[src/rtl/mips_pkg.sv]
// Shared definitions for the MIPS front end: fetch FSM encoding,
// the IF/ID bundle layout consumed by decode, and address helpers.
package mips_pkg;

    localparam logic [31:0] NOP_INSTR = 32'h0;
    localparam logic [31:0] PC_INC    = 32'd4;

    typedef enum logic [1:0] {
        IDLE   = 2'd0,
        FETCH  = 2'd1,
        HOLD   = 2'd2,
        SQUASH = 2'd3
    } fetch_state_t;

    // {pc4[63:32], instr[31:0]}
    typedef struct packed {
        logic [31:0] pc4;
        logic [31:0] instr;
    } if_id_t;

    function automatic logic [31:0] word_align(
        input logic [31:0] addr
    );
        return {addr[31:2], 2'b00};
    endfunction

endpackage

[src/rtl/if_id_reg.sv]
// IF/ID pipeline register with flush, load and hold controls.
// When none is asserted a bubble (NOP, valid=0) enters decode.
module if_id_reg
    import mips_pkg::*;
(
    input  logic   clk,
    input  logic   rst_n,
    input  logic   load,
    input  logic   flush,
    input  logic   hold,
    input  if_id_t d,
    output logic   valid,
    output if_id_t q
);

    logic   valid_d;
    logic   valid_q;
    if_id_t q_d;
    if_id_t q_q;

    // flush beats load, load beats hold; pc4 survives a bubble
    always_comb begin
        valid_d = valid_q;
        q_d     = q_q;
        if (flush) begin
            valid_d  = 1'b0;
            q_d.instr = NOP_INSTR;
        end else if (load) begin
            valid_d = 1'b1;
            q_d     = d;
        end else if (!hold) begin
            valid_d  = 1'b0;
            q_d.instr = NOP_INSTR;
        end
    end

    // register update
    always_ff @(posedge clk or negedge rst_n) begin
        if (!rst_n) begin
            valid_q <= 1'b0;
            q_q     <= '0;
        end else begin
            valid_q <= valid_d;
            q_q     <= q_d;
        end
    end

    assign valid = valid_q;
    assign q     = q_q;

endmodule

[src/rtl/fetch_unit.sv]
// Instruction fetch: PC, imem req/ack port, skid buffer, IF/ID load.
// Macro FETCH_PERF_CNT_EN builds the fetched/stall perf counters.
module fetch_unit
    import mips_pkg::*;
#(
    parameter logic [31:0] RESET_PC = 32'h0000_0000
) (
    input  logic        clk,
    input  logic        rst_n,
    input  logic        branch_taken,
    input  logic [31:0] branch_target,
    input  logic        stall,
    output logic        imem_req,
    output logic [31:0] imem_addr,
    input  logic        imem_ack,
    input  logic [31:0] imem_rdata,
    output logic        if_id_valid,
    output logic [31:0] if_id_instr,
    output logic [31:0] if_id_pc4,
    output logic [31:0] perf_fetched,
    output logic [31:0] perf_stall
);

    fetch_state_t state_d, state_q;
    logic [31:0]  pc_d, pc_q;
    logic [31:0]  redir_d, redir_q;
    if_id_t       skid_d, skid_q;
    logic         req_q;

    logic         load;
    if_id_t       if_id_d;
    if_id_t       if_id_q;
    if_id_t       fetched;
    logic [31:0]  pc4;
    logic [31:0]  tgt;

    // next-state: a branch always wins over ack and stall
    always_comb begin
        state_d = state_q;
        pc_d    = pc_q;
        redir_d = redir_q;
        skid_d  = skid_q;
        load    = 1'b0;
        if_id_d = skid_q;
        pc4     = pc_q + PC_INC;
        tgt     = word_align(branch_target);
        fetched.pc4   = pc4;
        fetched.instr = imem_rdata;
        unique case (state_q)
            IDLE: begin
                state_d = FETCH;
                if (branch_taken) pc_d = tgt;
            end
            FETCH: begin
                if (branch_taken) begin
                    if (imem_ack) begin
                        pc_d = tgt;
                    end else begin
                        redir_d = tgt;
                        state_d = SQUASH;
                    end
                end else if (imem_ack) begin
                    pc_d = pc4;
                    if (stall) begin
                        skid_d  = fetched;
                        state_d = HOLD;
                    end else begin
                        load    = 1'b1;
                        if_id_d = fetched;
                    end
                end
            end
            HOLD: begin
                if (branch_taken) begin
                    pc_d    = tgt;
                    state_d = FETCH;
                end else if (!stall) begin
                    load    = 1'b1;
                    state_d = FETCH;
                end
            end
            SQUASH: begin
                if (branch_taken) begin
                    if (imem_ack) begin
                        pc_d    = tgt;
                        state_d = FETCH;
                    end else begin
                        redir_d = tgt;
                    end
                end else if (imem_ack) begin
                    pc_d    = redir_q;
                    state_d = FETCH;
                end
            end
            default: state_d = IDLE;
        endcase
    end

    // state, PC and skid flops; request is registered off next state
    always_ff @(posedge clk or negedge rst_n) begin
        if (!rst_n) begin
            state_q <= IDLE;
            pc_q    <= RESET_PC;
            redir_q <= RESET_PC;
            skid_q  <= '0;
            req_q   <= 1'b0;
        end else begin
            state_q <= state_d;
            pc_q    <= pc_d;
            redir_q <= redir_d;
            skid_q  <= skid_d;
            req_q   <= (state_d == FETCH) ||
                       (state_d == SQUASH);
        end
    end

    if_id_reg u_if_id (
        .clk   (clk),
        .rst_n (rst_n),
        .load  (load),
        .flush (branch_taken),
        .hold  (stall),
        .d     (if_id_d),
        .valid (if_id_valid),
        .q     (if_id_q)
    );

    assign imem_req    = req_q;
    assign imem_addr   = pc_q;
    assign if_id_instr = if_id_q.instr;
    assign if_id_pc4   = if_id_q.pc4;

`ifdef FETCH_PERF_CNT_EN
    logic [31:0] fet_cnt_d, fet_cnt_q;
    logic [31:0] stl_cnt_d, stl_cnt_q;

    // count IF/ID loads and stalled cycles, wrapping
    always_comb begin
        fet_cnt_d = fet_cnt_q + {31'd0, load};
        stl_cnt_d = stl_cnt_q + {31'd0, stall};
    end

    // counter flops, cleared only by reset
    always_ff @(posedge clk or negedge rst_n) begin
        if (!rst_n) begin
            fet_cnt_q <= '0;
            stl_cnt_q <= '0;
        end else begin
            fet_cnt_q <= fet_cnt_d;
            stl_cnt_q <= stl_cnt_d;
        end
    end

    assign perf_fetched = fet_cnt_q;
    assign perf_stall   = stl_cnt_q;
`else
    assign perf_fetched = 32'h0;
    assign perf_stall   = 32'h0;
`endif

endmodule

[config.mk]
export PLATFORM = sky130hd
export DESIGN_NAME = fetch_unit
export DESIGN_NICKNAME = d
export VERILOG_FILES = /design/src/rtl/mips_pkg.sv /design/src/rtl/if_id_reg.sv /design/src/rtl/fetch_unit.sv
export SDC_FILE = /design/constraint.sdc
export NUM_CORES = 1
export LEC_CHECK = 0
export BUFFER_PORTS_ARGS = -buffer_cell sky130_fd_sc_hd__buf_2
export CAP_MARGIN = 20
export CORE_MARGIN = 2
export CORE_UTILIZATION = 45
export DETAILED_ROUTE_END_ITERATION = 10
export GPL_TIMING_DRIVEN = 0
export PLACE_DENSITY = 0.69
export SYNTH_ARGS = -nofsm -noshare
export SYNTH_HDL_FRONTEND = slang
export SYNTH_SLANG_ARGS = --single-unit
[constraint.sdc]
create_clock -name clk -period 2.84 [get_ports clk]
set_input_delay 0.568 -clock clk [delete_from_list [all_inputs] [get_ports clk]]
set_output_delay 0.568 -clock clk [all_outputs]
set_load 0.01 [all_outputs]
==> results.md <==
- DIE HEIGHT: 154.8 µm
- Die W: 154.8 µm
- Cell variety after synth: 60
- Dominant synthesized flop cell: dfrtp_1
- R2r endpoint: imem_addr[17]
- Mapped Avg Cell Area: 9.845 µm²
- Synth-to-Final Area Change: 20.53%
- GP Congestion: 0.9434
- Crit path launch type: register
- Area contributors post-synth: dfrtp_1 (47%), mux2_2 (7.6%), o21ai_0 (6.1%), mux2i_1 (5.4%), buf_4 (4.9%)
- Worst hold slack: 178.8 ps
- First-pass GRT wire length: 45.44 mm
- Vias in the first global route: 8137
- Ant diodes: 0
- CTS Sinks: 193
- Final wirelength: 28.77 mm
- Critical path class: register to register
- Synth warnings: 0
- CTS Buf Count: 17
- H-tree depth: 4
- Clk_skew: 10.02 ps
- DRC: 0
- Endpoints failing hold: 0
- Pins over their slew limit: 0
- DR WL/cell: 18.17 µm
- # IOs: 231
- Clock root buffer: clkbuf_16
- Dpl hpwl: 21.55 mm
- Post-Syn Area: 10230 µm²
- Max Freq: 365.9 MHz
- FF/Latch Area: 4830 µm²
- Final Setup Violations: 0
- Total Routing Usage GR: 24.06%
- Min-Delay Path Class: input pin to async pin
- Core area: 22500 µm²
- Drt via density: 5.452
- RSZ-0062 raised after global routing: true
- Synth top area share: 47.22%
- Worst Setup End Kind: register
- Sequential-to-total area share from yosys stat: 47.22%
- Largest area contributor in the netlist: dfrtp_1
- Outcome: finished, final reports clean
- R2R Setup Slk: 110 ps
- Critical Path AT: 3110 ps
- Max cap viols: 0
- Vias: 8630
- Initial Util: 45.45%
- Area of the multi-input gates: 4810 µm²
- EDFF count, synth: 0
- Die area: 23950 µm²
- PwrDens: 963.5 nW/µm²
- Final Core Density: 54.78%
- Clock Path Buffers: 2
- # fillers: 2097
- Detailed Routing Iterations Pass 1: 7
- Initial drt markers: 696
- Initial antenna violation count: 0
- Setup Buffers After CTS: 0
- Tcrit/Tclk final: 96.24%
- Max FO, Critical Path: 10
- CP required: 3220 ps
- Routed Antenna Nets: 0
- Gr ovfl total: 0
- Largest net degree at the start of global routing: 113
- I/O Buffers: 163
- Ratio of cells with drive above 1 in the final layout: 29.04%
- Most common cell after layout, fill and taps aside: dfrtp_1
- Worst Max-Slew Pin Slew: 866.5 ps
- Rel. slew slack: 42.23%
- Final net count: 1361
- Row Count: 55
- Async SR Flop Fraction: 100.0%
- Post-Syn Instances: 1039
- Reg2reg path depth: 9
- Reg clk slew, reported paths: 70 ps
- Static Leak: 6.120 nW
- Worst r2r src: imem_req
- Commonest non-fill, non-tap cells in the layout: dfrtp_1 (193), buf_2 (184), o21ai_0 (124)
- Maximum vdd drop: 0.0005072 V
- Seq cells post-synth: 193
- Tmin final: 2733 ps
- CTS tree: built
- Later-pin clock latency in the skew report: 440 ps
cells in the mapped netlist (all sizes together), types with 8 or more instances:
cell type and count:
nand3 27, o211ai 8, buf 92, a21oi 51
nor3 9, a221oi 11, clkbuf 44, mux2i 55
o21ai 125, and3 20, xnor2 14, nor2 45
a21o 8, o22ai 8, dfrtp 193, nand2 120
xor2 13, nand4 11, mux2 69, inv 20
a22oi 11
report_power, final:
part / switching [mW] / internal (mW)
clock network: 1.24 / 1.20
registers: 0.860 / 3.83
logic: 2.72 / 2.03
total: 4.82 / 7.06
metal layers:
metal  up-vias  wire length (µm)  track usage (%)
met4         0               665            6.922
met3        46              1948            4.679
met2       333             13320            38.75
li1       4074                 -                -
met1      4177             12830            33.25
met5         -                 0                0
what timing repair did:
action / 4_1_cts / 5_1_grt
endpoints found under the hold margin: 0 / 0
endpoints found under the setup margin: 1 / 33
hold buffers: 0 / 0
resized for setup: 1 / 9
kinds of logic (layout without fill, tap and decap cells):
| kind of cell | count (synthesis) | in the layout | synth area share [%] |
|---|---|---|---|
| compound gates | 268 | 268 | 15.84 |
| simple gates | 263 | 263 | 12.31 |
| flops | 193 | 193 | 47.22 |
| buf+inv | 156 | 352 | 8.453 |
| mux | 124 | 124 | 12.98 |
| xor+xnor | 27 | 27 | 2.312 |
| fa+ha+maj | 7 | 7 | 0.8562 |
| other cells | 1 | 64 | 0.03666 |
worst max-delay path, cell delays in order (launching register included):
cell and delay (ps):
dfrtp_1 490, inv_1 130, ha_1 270, or2_2 310
clkbuf_1 190, nor2_2 380, nand2_1 150, clkbuf_1 320
o2bb2ai_1 260, a22o_1 170
worst max-delay path by stage:
stage / start / endpoint / slack [ps] / cells after the start
final: imem_req / imem_addr[17] / 110 / 9
after CTS: imem_req / imem_addr[16] / 30 / 9
after floorplan: imem_req / imem_addr[22] / 540 / 9
after detailed placement: imem_req / imem_addr[17] / 30 / 9
after global routing: imem_req / imem_addr[17] / -20 / 9
after global placement: rst_n / redir_q[5] / -2100 / 1
registers in the layout (all words and copies together) (netlist names):
signal         count
skid_q            64
state_q            1
imem_addr         32
u_if_id.valid      1
redir_q           30
imem_req           1
u_if_id.q         64
cell type report:
| cell class | instances | area share [%] |
|---|---|---|
| flip-flops and latches | 193 | 39.18 |
| multi-input cells | 753 | 39.01 |
| repair buffers | 164 | 6.922 |
| plain buffers | 136 | 6.424 |
| clock buffers | 17 | 3.451 |
| well taps | 285 | 2.893 |
| clock inverters | 15 | 1.512 |
| inverters | 20 | 0.6090 |
per-stage QoR:
step | std cells | TNS [ps] | cell area (µm²) | power, mW | worst slack [ps]
after floorplan | 1102 | 0 | 10470 | 7.659 | 538.4
after global placement | 1550 | -401400 | 11640 | 9.225 | -2098
after detailed placement | 1551 | 0 | 11670 | 9.368 | 27.45
after CTS | 1583 | 0 | 12290 | 11.83 | 25.03
after global routing | 1583 | -18.28 | 12330 | 12.65 | -17.05
final | 1583 | 0 | 12330 | 11.88 | 106.9
(Power assumes the default switching activity.)
